--- config.mk ---
export PLATFORM = sky130hd
export DESIGN_NAME = w_stage_grf
export DESIGN_NICKNAME = d
export VERILOG_FILES = /design/src/rtl/w_stage_grf_pkg.sv /design/src/rtl/w_load_ext.sv /design/src/rtl/w_stage_grf.sv
export SDC_FILE = /design/constraint.sdc
export NUM_CORES = 2
export LEC_CHECK = 0
export ABC_CLOCK_PERIOD_IN_PS = 3300
export BUFFER_PORTS_ARGS = -buffer_cell sky130_fd_sc_hd__buf_2
export CORE_ASPECT_RATIO = 1.1
export CORE_MARGIN = 10
export CORE_UTILIZATION = 45
export CTS_CLUSTER_DIAMETER = 50
export DETAILED_ROUTE_END_ITERATION = 7
export PLACE_DENSITY = 0.65
export SLEW_MARGIN = 20
export SYNTH_ARGS = -nofsm -noshare
export SYNTH_HDL_FRONTEND = slang
export SYNTH_SLANG_ARGS = --single-unit
--- constraint.sdc ---
create_clock -name clk -period 3.3 [get_ports clk]
set_clock_uncertainty 0.2 [all_clocks]
set_input_delay 0.33 -clock clk [delete_from_list [all_inputs] [get_ports clk]]
set_output_delay 0.33 -clock clk [all_outputs]
set_load 0.01 [all_outputs]
--- src/rtl/w_stage_grf_pkg.sv ---
`default_nettype none
// ---------------------------------------------------------------------------
// w_stage_grf_pkg : MIPS opcode/funct names and writeback decode types
// Rev 1.0
// ---------------------------------------------------------------------------
package w_stage_grf_pkg;

  localparam logic [5:0] OP_RTYPE  = 6'h00;
  localparam logic [5:0] OP_REGIMM = 6'h01;
  localparam logic [5:0] OP_JAL    = 6'h03;
  localparam logic [5:0] OP_ADDI   = 6'h08;
  localparam logic [5:0] OP_ADDIU  = 6'h09;
  localparam logic [5:0] OP_SLTI   = 6'h0A;
  localparam logic [5:0] OP_SLTIU  = 6'h0B;
  localparam logic [5:0] OP_ANDI   = 6'h0C;
  localparam logic [5:0] OP_ORI    = 6'h0D;
  localparam logic [5:0] OP_XORI   = 6'h0E;
  localparam logic [5:0] OP_LUI    = 6'h0F;
  localparam logic [5:0] OP_LB     = 6'h20;
  localparam logic [5:0] OP_LH     = 6'h21;
  localparam logic [5:0] OP_LW     = 6'h23;
  localparam logic [5:0] OP_LBU    = 6'h24;
  localparam logic [5:0] OP_LHU    = 6'h25;

  localparam logic [5:0] FN_SLL  = 6'h00;
  localparam logic [5:0] FN_SRL  = 6'h02;
  localparam logic [5:0] FN_SRA  = 6'h03;
  localparam logic [5:0] FN_SLLV = 6'h04;
  localparam logic [5:0] FN_SRLV = 6'h06;
  localparam logic [5:0] FN_SRAV = 6'h07;
  localparam logic [5:0] FN_JALR = 6'h09;
  localparam logic [5:0] FN_ADD  = 6'h20;
  localparam logic [5:0] FN_ADDU = 6'h21;
  localparam logic [5:0] FN_SUB  = 6'h22;
  localparam logic [5:0] FN_SUBU = 6'h23;
  localparam logic [5:0] FN_AND  = 6'h24;
  localparam logic [5:0] FN_OR   = 6'h25;
  localparam logic [5:0] FN_XOR  = 6'h26;
  localparam logic [5:0] FN_NOR  = 6'h27;
  localparam logic [5:0] FN_SLT  = 6'h2A;
  localparam logic [5:0] FN_SLTU = 6'h2B;

  localparam logic [4:0] RT_BLTZAL = 5'h10;
  localparam logic [4:0] RT_BGEZAL = 5'h11;
  localparam logic [4:0] REG_RA    = 5'd31;

  typedef enum logic [2:0] {
    WSRC_NONE = 3'd0,
    WSRC_ALU  = 3'd1,
    WSRC_EXT  = 3'd2,
    WSRC_MEM  = 3'd3,
    WSRC_LOAD = 3'd4,
    WSRC_LINK = 3'd5
  } wsrc_e;

  typedef struct packed {
    logic       wr;
    logic [4:0] dst;
    wsrc_e      src;
  } wdec_t;

  function automatic logic is_rtype_alu(input logic [5:0] fn);
    case (fn)
      FN_SLL, FN_SRL, FN_SRA, FN_SLLV, FN_SRLV, FN_SRAV,
      FN_ADD, FN_ADDU, FN_SUB, FN_SUBU, FN_AND, FN_OR,
      FN_XOR, FN_NOR, FN_SLT, FN_SLTU: return 1'b1;
      default:                         return 1'b0;
    endcase
  endfunction

endpackage
`default_nettype wire

--- src/rtl/w_load_ext.sv ---
`default_nettype none
// ---------------------------------------------------------------------------
// w_load_ext : selects and extends sub-word load data from the aligned word
// Rev 1.0
// ---------------------------------------------------------------------------
module w_load_ext
  import w_stage_grf_pkg::*;
#(
  parameter int DW = 32
) (
  input  logic [5:0]    op_i,
  input  logic [1:0]    addr_lo_i,
  input  logic [DW-1:0] dmout_i,
  output logic [DW-1:0] data_o
);

  logic [7:0]  w_byte;
  logic [15:0] w_half;

  assign w_byte = dmout_i[8*addr_lo_i +: 8];
  assign w_half = dmout_i[16*addr_lo_i[1] +: 16];

  always_comb begin
    data_o = dmout_i;
    case (op_i)
      OP_LB:   data_o = {{(DW-8){w_byte[7]}}, w_byte};
      OP_LBU:  data_o = {{(DW-8){1'b0}}, w_byte};
      OP_LH:   data_o = {{(DW-16){w_half[15]}}, w_half};
      OP_LHU:  data_o = {{(DW-16){1'b0}}, w_half};
      default: data_o = dmout_i;
    endcase
  end

endmodule
`default_nettype wire

--- src/rtl/w_stage_grf.sv ---
`default_nettype none
// ---------------------------------------------------------------------------
// w_stage_grf : writeback decode, 32x32 GRF with write-then-read bypass
// Optional: GRF_TRACE_EN prints each committed register write.   Rev 1.0
// ---------------------------------------------------------------------------
module w_stage_grf
  import w_stage_grf_pkg::*;
#(
  parameter int DW       = 32,
  parameter int LINK_OFS = 8
) (
  input  logic          clk,
  input  logic          reset,
  input  logic [DW-1:0] W_pc,
  input  logic [31:0]   W_instr,
  input  logic [DW-1:0] W_alu,
  input  logic [DW-1:0] W_DMout,
  input  logic [DW-1:0] W_ext,
  input  logic          W_jump,
  input  logic [4:0]    D_a1,
  input  logic [4:0]    D_a2,
  output logic [DW-1:0] D_rd1,
  output logic [DW-1:0] D_rd2,
  output logic          W_we,
  output logic [4:0]    W_dst,
  output logic [DW-1:0] W_wdata
);

  logic [DW-1:0] grf_q [32];

  logic [5:0]    w_op;
  logic [5:0]    w_fn;
  logic [4:0]    w_rt;
  logic [4:0]    w_rd;
  wdec_t         w_dec;
  logic [DW-1:0] w_link;
  logic [DW-1:0] w_load;
  logic [DW-1:0] w_data;
  logic          w_unused;

  assign w_op     = W_instr[31:26];
  assign w_rt     = W_instr[20:16];
  assign w_rd     = W_instr[15:11];
  assign w_fn     = W_instr[5:0];
  assign w_link   = W_pc + DW'(LINK_OFS);
  assign w_unused = ^{W_instr[25:21], W_instr[10:6]};

  w_load_ext #(.DW(DW)) u_load_ext (
    .op_i      (w_op),
    .addr_lo_i (W_alu[1:0]),
    .dmout_i   (W_DMout),
    .data_o    (w_load)
  );

  always_comb begin
    w_dec = '{wr: 1'b0, dst: 5'd0, src: WSRC_NONE};
    case (w_op)
      OP_RTYPE: begin
        if (is_rtype_alu(w_fn))   w_dec = '{wr: 1'b1, dst: w_rd, src: WSRC_ALU};
        else if (w_fn == FN_JALR) w_dec = '{wr: 1'b1, dst: w_rd, src: WSRC_LINK};
      end
      OP_ADDI, OP_ADDIU, OP_SLTI, OP_SLTIU, OP_ANDI, OP_ORI, OP_XORI:
        w_dec = '{wr: 1'b1, dst: w_rt, src: WSRC_ALU};
      OP_LUI:  w_dec = '{wr: 1'b1, dst: w_rt, src: WSRC_EXT};
      OP_LW:   w_dec = '{wr: 1'b1, dst: w_rt, src: WSRC_MEM};
      OP_LB, OP_LBU, OP_LH, OP_LHU:
        w_dec = '{wr: 1'b1, dst: w_rt, src: WSRC_LOAD};
      OP_JAL:  w_dec = '{wr: 1'b1, dst: REG_RA, src: WSRC_LINK};
      OP_REGIMM: begin
        if ((w_rt == RT_BLTZAL || w_rt == RT_BGEZAL) && W_jump)
          w_dec = '{wr: 1'b1, dst: REG_RA, src: WSRC_LINK};
      end
      default: ;
    endcase
  end

  always_comb begin
    w_data = '0;
    case (w_dec.src)
      WSRC_ALU:  w_data = W_alu;
      WSRC_EXT:  w_data = W_ext;
      WSRC_MEM:  w_data = W_DMout;
      WSRC_LOAD: w_data = w_load;
      WSRC_LINK: w_data = w_link;
      default:   w_data = '0;
    endcase
  end

  // $0 writes collapse to "no write" so downstream hazard logic never sees them
  assign W_we    = w_dec.wr && (w_dec.dst != 5'd0);
  assign W_dst   = W_we ? w_dec.dst : 5'd0;
  assign W_wdata = W_we ? w_data : '0;

  always_ff @(posedge clk) begin
    if (reset) begin
      for (int i = 0; i < 32; i++) grf_q[i] <= '0;
    end else if (W_we) begin
      grf_q[W_dst] <= W_wdata;
    end
  end

  assign D_rd1 = (D_a1 == 5'd0)              ? '0      :
                 (W_we && (D_a1 == W_dst))   ? W_wdata : grf_q[D_a1];
  assign D_rd2 = (D_a2 == 5'd0)              ? '0      :
                 (W_we && (D_a2 == W_dst))   ? W_wdata : grf_q[D_a2];

`ifdef GRF_TRACE_EN
  always @(posedge clk) begin
    if (!reset && W_we) $display("@%h: $%d <= %h", W_pc, W_dst, W_wdata);
  end
`else
`endif

endmodule
`default_nettype wire

* Word-level counts from Yosys, hierarchy flattened
Memory sizes are Yosys's and may differ from the RTL's. Cells that the tools add are included.
Storage, ports and cells: output and inout bits 102, memories 2, memory bits (writable) 1024, input port bits 173, logic and storage cells 63, bits in read-only memories 64, register bits after elaboration 0
Operators by class: eq/ne operators 25, add/sub/neg operators 1, reductions and logical operators 12, multiplexer cells 21, shift-type cells 2
Memory list:
- grf_q | depth 32, bits a word 32, rd ports 2, clocked after Yosys merged registers in 0, write ports 32, RTL line w_stage_grf.sv:29 | logic [DW-1:0] grf_q [32];
- (no name shown) | depth 64, bits a word 1, rd ports 1, clocked after Yosys merged registers in 0, write ports 0, RTL line w_stage_grf_pkg.sv:63 | case (fn)
Operator list (count):
- $mux W32 | 6
- $pmux W32 S5 | 1
- $pmux W32 S4 | 1
- $pmux W9 S7 | 1
- $eq A6 B4 Y1 const B | 9
- $add A32 B4 Y32 const B | 1
- $reduce_or A32 Y1 | 1
- $shiftx A32 B6 Y16 | 1
- $shiftx A32 B6 Y8 | 1
- $eq A6 B6 Y1 const B | 5
- $mux W9 | 3
- $eq A5 B5 Y1 | 2
- $eq A5 B5 Y1 const B | 2
- $logic_not A5 Y1 | 2
- $mux W5 | 2
- $mux W1 | 7
- $reduce_or A7 Y1 | 1
- $eq A3 B2 Y1 const B | 2
- $eq A3 B3 Y1 const B | 2
- $eq A6 B1 Y1 const B | 1
- $eq A6 B2 Y1 const B | 1
- $logic_not A6 Y1 | 1
- $reduce_bool A5 Y1 | 1
- $logic_and A1 B1 Y1 | 4
- 3 further kinds | 3

* Depth between registers and ports, before layout
word-level depth 12, gate-level depth with buffers 12, depth with buffers taken out 9

* Cells and area by module
Synthesis repeated with hierarchy kept, for this count alone.
Unflattened totals: cell total of the unflattened synthesis 3880, area, all modules 56107.6 um2
By module, submodules not included:
- w_stage_grf | area each 55443.2 um2, seq. area each 30749.5 um2, cells an instance 3764, instances 1
- w_load_ext | area each 664.4 um2, seq. area each 0.0 um2, cells an instance 116, instances 1

* Worst setup path before layout
Ideal clock, no wire load.
kind input -> register, start input W_instr[29], end memory grf_q[7][0], enable pin, data required time 2.706 ns, stages 9, arrival 2.980 ns, setup time 0.394 ns, slack -0.274 ns, cell sequence buf_2 -> nor4_4 -> and2_1 -> and3_1 -> a221o_1 -> buf_4 -> nor3b_2 -> nand2_1 -> nand2b_1
RTL lines:
- from (decl) | RTL line w_stage_grf.sv:15 | input logic [31:0] W_instr,
- to (decl) | RTL line w_stage_grf.sv:29

* Worst setup path after layout
start input W_instr[26], end output D_rd2[10]
On the way: longest elaborated chain between the ends 10, elaborated cells between the ends (all ways) 34, classes of those cells eq/ne: 21; mux: 7; reduce/logical: 6
RTL lines:
- $eq A6 B4 Y1 or $eq A6 B6 Y1 (tied branches) | RTL line w_stage_grf.sv:57, w_load_ext.sv:25
- $reduce_or A7 Y1 or $reduce_or A4 Y1 (tied branches) | RTL line w_stage_grf.sv:57 | case (w_op)
- $pmux W9 S7 | RTL line w_stage_grf.sv:57
- $reduce_bool A5 Y1 | RTL line w_stage_grf.sv:90 | assign W_we = w_dec.wr && (w_dec.dst != 5'd0);
- $logic_and A1 B1 Y1 | RTL line w_stage_grf.sv:90
- $mux W5 | RTL line w_stage_grf.sv:91 | assign W_dst = W_we ? w_dec.dst : 5'd0;
- $eq A5 B5 Y1 | RTL line w_stage_grf.sv:105 | (W_we && (D_a2 == W_dst)) ? W_wdata : grf_q[D_a2];
- $logic_and A1 B1 Y1 | RTL line w_stage_grf.sv:105
- $mux W32 (*) | RTL line w_stage_grf.sv:105
- $mux W32 (*) | RTL line w_stage_grf.sv:104 | assign D_rd2 = (D_a2 == 5'd0) ? '0 :
- to (decl) | RTL line w_stage_grf.sv:23 | output logic [DW-1:0] D_rd2,
Mark *: on every way between the ends. The rest lies on a longest branch, timed or not.

==> results.sh <==
export IMPL_pre_cts_ws_ps=-890
export IMPL_largest_register_ffs=1024
export IMPL_placementRows=134
export IMPL_mostFrequentLayoutCell="edfxtp_1"
export IMPL_timing_worst_setup_path_type="in -> out"
export IMPL_gp_congestion=0.993
export IMPL_ioPinCount=275
export IMPL_port_buffers=264
export IMPL_placement_cell_area_sq_um=63300
export IMPL_max_slew_worst_pin_slew_ps=1110
export IMPL_worstSetupStartpointType="primary input"
export IMPL_critical_path_arrival_ps=2920
export IMPL_first_global_vias=40600
export IMPL_synth_enable_flop_cells=1024
export IMPL_drt_first_pass_iters=8
export IMPL_internal_power_w=0.0244
export IMPL_tritoncts="built"
export IMPL_grt_setup_unrepaired="yes"
export IMPL_p_leak_nw=23.6
export IMPL_gr_usage_met3=0.0948
export IMPL_post_route_minimum_period_ps=3450
export IMPL_synthArstFlopShare=0
export IMPL_num_nets_final=4600
export IMPL_postLayoutCellArea_sq_um=68400
export IMPL_power_density_nw_per_um2=477
export IMPL_worst_endpoint_required_ps=2770
export IMPL_final_max_slew_violation_count=0
export IMPL_vias=39500
export IMPL_cts_buffers_inserted=102
export IMPL_mappedNetlistArea_sq_um=55100
export IMPL_groute_layer_met1_usage=0.357
export IMPL_setup_violations=72
export IMPL_failed_checks="design-rule violations, negative setup slack"
export IMPL_period_share=1.05
export IMPL_largest_registers="grf_q x1024"
export IMPL_number_of_antenna_violations_at_the_first_check_in_global_routing=7
export IMPL_p_sw_frac=0.252
export IMPL_finalPower_w=0.0326
export IMPL_finalHoldViolCount=0
export IMPL_clockPowerShare=0.371
export IMPL_hp_class="in -> reg"
export IMPL_registers_top_by_ff_count="grf_q"
export IMPL_coreArea_sq_um=122000
export IMPL_ys_seq_area_frac=0.558
export IMPL_synth_area_leader_cell="edfxtp_1"
export IMPL_slew_headroom=0.255
export IMPL_cts_root_buffer="clkbuf_16"
export IMPL_fillCellCount=9466
export IMPL_area_growth_syn_to_layout_pct=24.1
export IMPL_netlist_instances=3826
export IMPL_critical_path_max_fanout=7
export IMPL_gr_util_met2=0.466
export IMPL_die_area_sq_um=137000
export IMPL_final_hold_worst_slack_ps=98.0
export IMPL_drtIter0Drc=5694
export IMPL_die_width_um=354
export IMPL_drc_violation_count_after_routing=1
export IMPL_grt_start_max_net_pins=52
export IMPL_yosysWarnings=0
export IMPL_comb_power_share=0.160
export IMPL_floorplan_die_height_um=387
export IMPL_net_switching_power_w=0.00822
export IMPL_largest_cells_by_area_after_synthesis="edfxtp_1 (56%), mux4_2 (26%), nor2_1 (6.9%)"
export IMPL_maxCapViolations=0
export IMPL_groute_usage_overall=0.291
export IMPL_share_seq_of_total_power=0.469
export IMPL_netlist_area_leader_share=0.558
export IMPL_cts_buffer_depth=3
export IMPL_fin_ws_ps=-152
export IMPL_hpwl_um=137000
export IMPL_grt_ovfl_total=0
export IMPL_route_final_wire_length_um=203000
export IMPL_initial_core_util=0.453
export IMPL_synth_ff_type="edfxtp_1"
export IMPL_outcome="complete, but fails checks"
export IMPL_top_usage_layer="met2"
export IMPL_fraction_of_layout_instances_using_a_drive_strength_above_1=0.412
export IMPL_grt_first_pass_wirelength_um=288000
export IMPL_synth_avg_cell_area_sq_um=14.4
export IMPL_cp_end_kind="primary output"
export IMPL_clkSinkCount=1024
export IMPL_path_clk_slew_ps=60
export IMPL_drt_wirelength_per_cell_um=33.0
export IMPL_peakVddDrop_uv=393
export IMPL_htreeDepth=3
export IMPL_synth_ff_latch_count=1024
export IMPL_drt_vias_per_instance=6.43
export IMPL_synth_cell_types=72
export IMPL_most_used_cells_in_the_layout_excluding_fill_and_tap_cells="edfxtp_1 (1024), nor2_1 (1012), mux4_2 (641)"
export IMPL_max_freq_ghz=0.290
export IMPL_antenna_violating_nets_left=0
synth_stat cells, types with 3 or more instances:
cell,instances
edfxtp_1,1024
nor2_1,1013
mux4_2,641
nand2_1,326
clkbuf_1,210
buf_2,107
buf_1,71
mux2i_1,63
inv_1,47
nand2b_1,37
a221o_1,33
nor3_1,20
o21ai_0,18
xnor2_1,18
o21ai_1,15
a211oi_1,13
and2_1,12
and4_1,12
nand3_1,12
xor2_1,11
a221oi_1,10
nand4_1,9
a41oi_1,8
and3_1,6
o2bb2ai_1,5
or3_1,5
a21o_1,4
a222oi_1,4
a31oi_1,4
nor2b_1,4
nor4_1,4
a211o_1,3
a31o_2,3
and2_0,3
what timing repair did:
action                                 in CTS  in global routing
setup buffers                              37                 32
endpoints found under the hold margin       7                  0
setup endpoints to repair                  96                 88
hold buffers                                1                  0
cloned                                      5                  2
pin swaps                                  39                 41
gates resized for setup                   163                 81
power by group through the flow:
stage | logic, W | registers (W) | clock network, W
after floorplan | 0.00272 | 0.0154 | 0
after global placement | 0.00481 | 0.0155 | 0
after detailed placement | 0.00483 | 0.0156 | 0
after CTS | 0.00504 | 0.0153 | 0.0121
after global routing | 0.00539 | 0.0154 | 0.0126
final | 0.00521 | 0.0153 | 0.0121
area by class of cell:
class,count,area (sq um),area share
sequential,1024,30700,0.450
multi-input combinational,2394,23700,0.346
timing repair buffer,857,8320,0.122
clock buffer,126,2730,0.0399
tap,1632,2040,0.0299
clock inverter,63,694,0.0102
inverter,47,176,0.00258
antenna,2,5.00,0.0000732
path summary, 6_finish.rpt:
check / startpoint / end / slack, ps / depth (start not counted)
max: W_instr[26] / D_rd2[10] / -150 / 12
min: W_alu[3] / grf_q[3][3] / 100 / 5
kinds of logic (layout without fill, tap and decap cells):
family                     count (synthesis)  after routing  share of synthesized area
AOI/OAI and AO/OA                        141            141                     0.0210
xor gates and xnor gates                  30             30                    0.00490
buffers and inverters                    439           1093                     0.0327
other                                      1             34                  0.0000681
DFF                                     1024           1024                      0.558
muxes                                    706            706                      0.274
and+or+nand+nor                         1484           1484                      0.109
adders and majority gates                  1              1                   0.000227
layer usage:
metal  part of all wire  vias up  routed length, um
met3               0.14      564              28200
li1                   -    15800                  -
met1               0.34    20100              68600
met2               0.47     2967              96100
met5           0.000069        -                 14
met4              0.049        4              10000
critical path, stage by stage:
cell,delay (ps)
buf_6,120
or4b_4,250
o21ai_4,90
a211o_4,370
buf_6,130
or3_4,330
a211oi_4,260
nand4_1,230
buf_8,240
buf_12,160
mux2i_4,220
buf_6,140
through the flow:
stage / std cells / utilization / setup TNS [ps]
6_report: 6145 / 0.563 / -5160
5_1_grt: 6143 / 0.563 / -9670
4_1_cts: 6112 / 0.558 / -3740
2_1_floorplan: 3857 / - / -50030
3_3_place_gp: 5890 / 0.521 / -487770
3_5_place_dp: 5890 / 0.521 / -510280
Note: power is estimated with default switching activity, not from simulation.
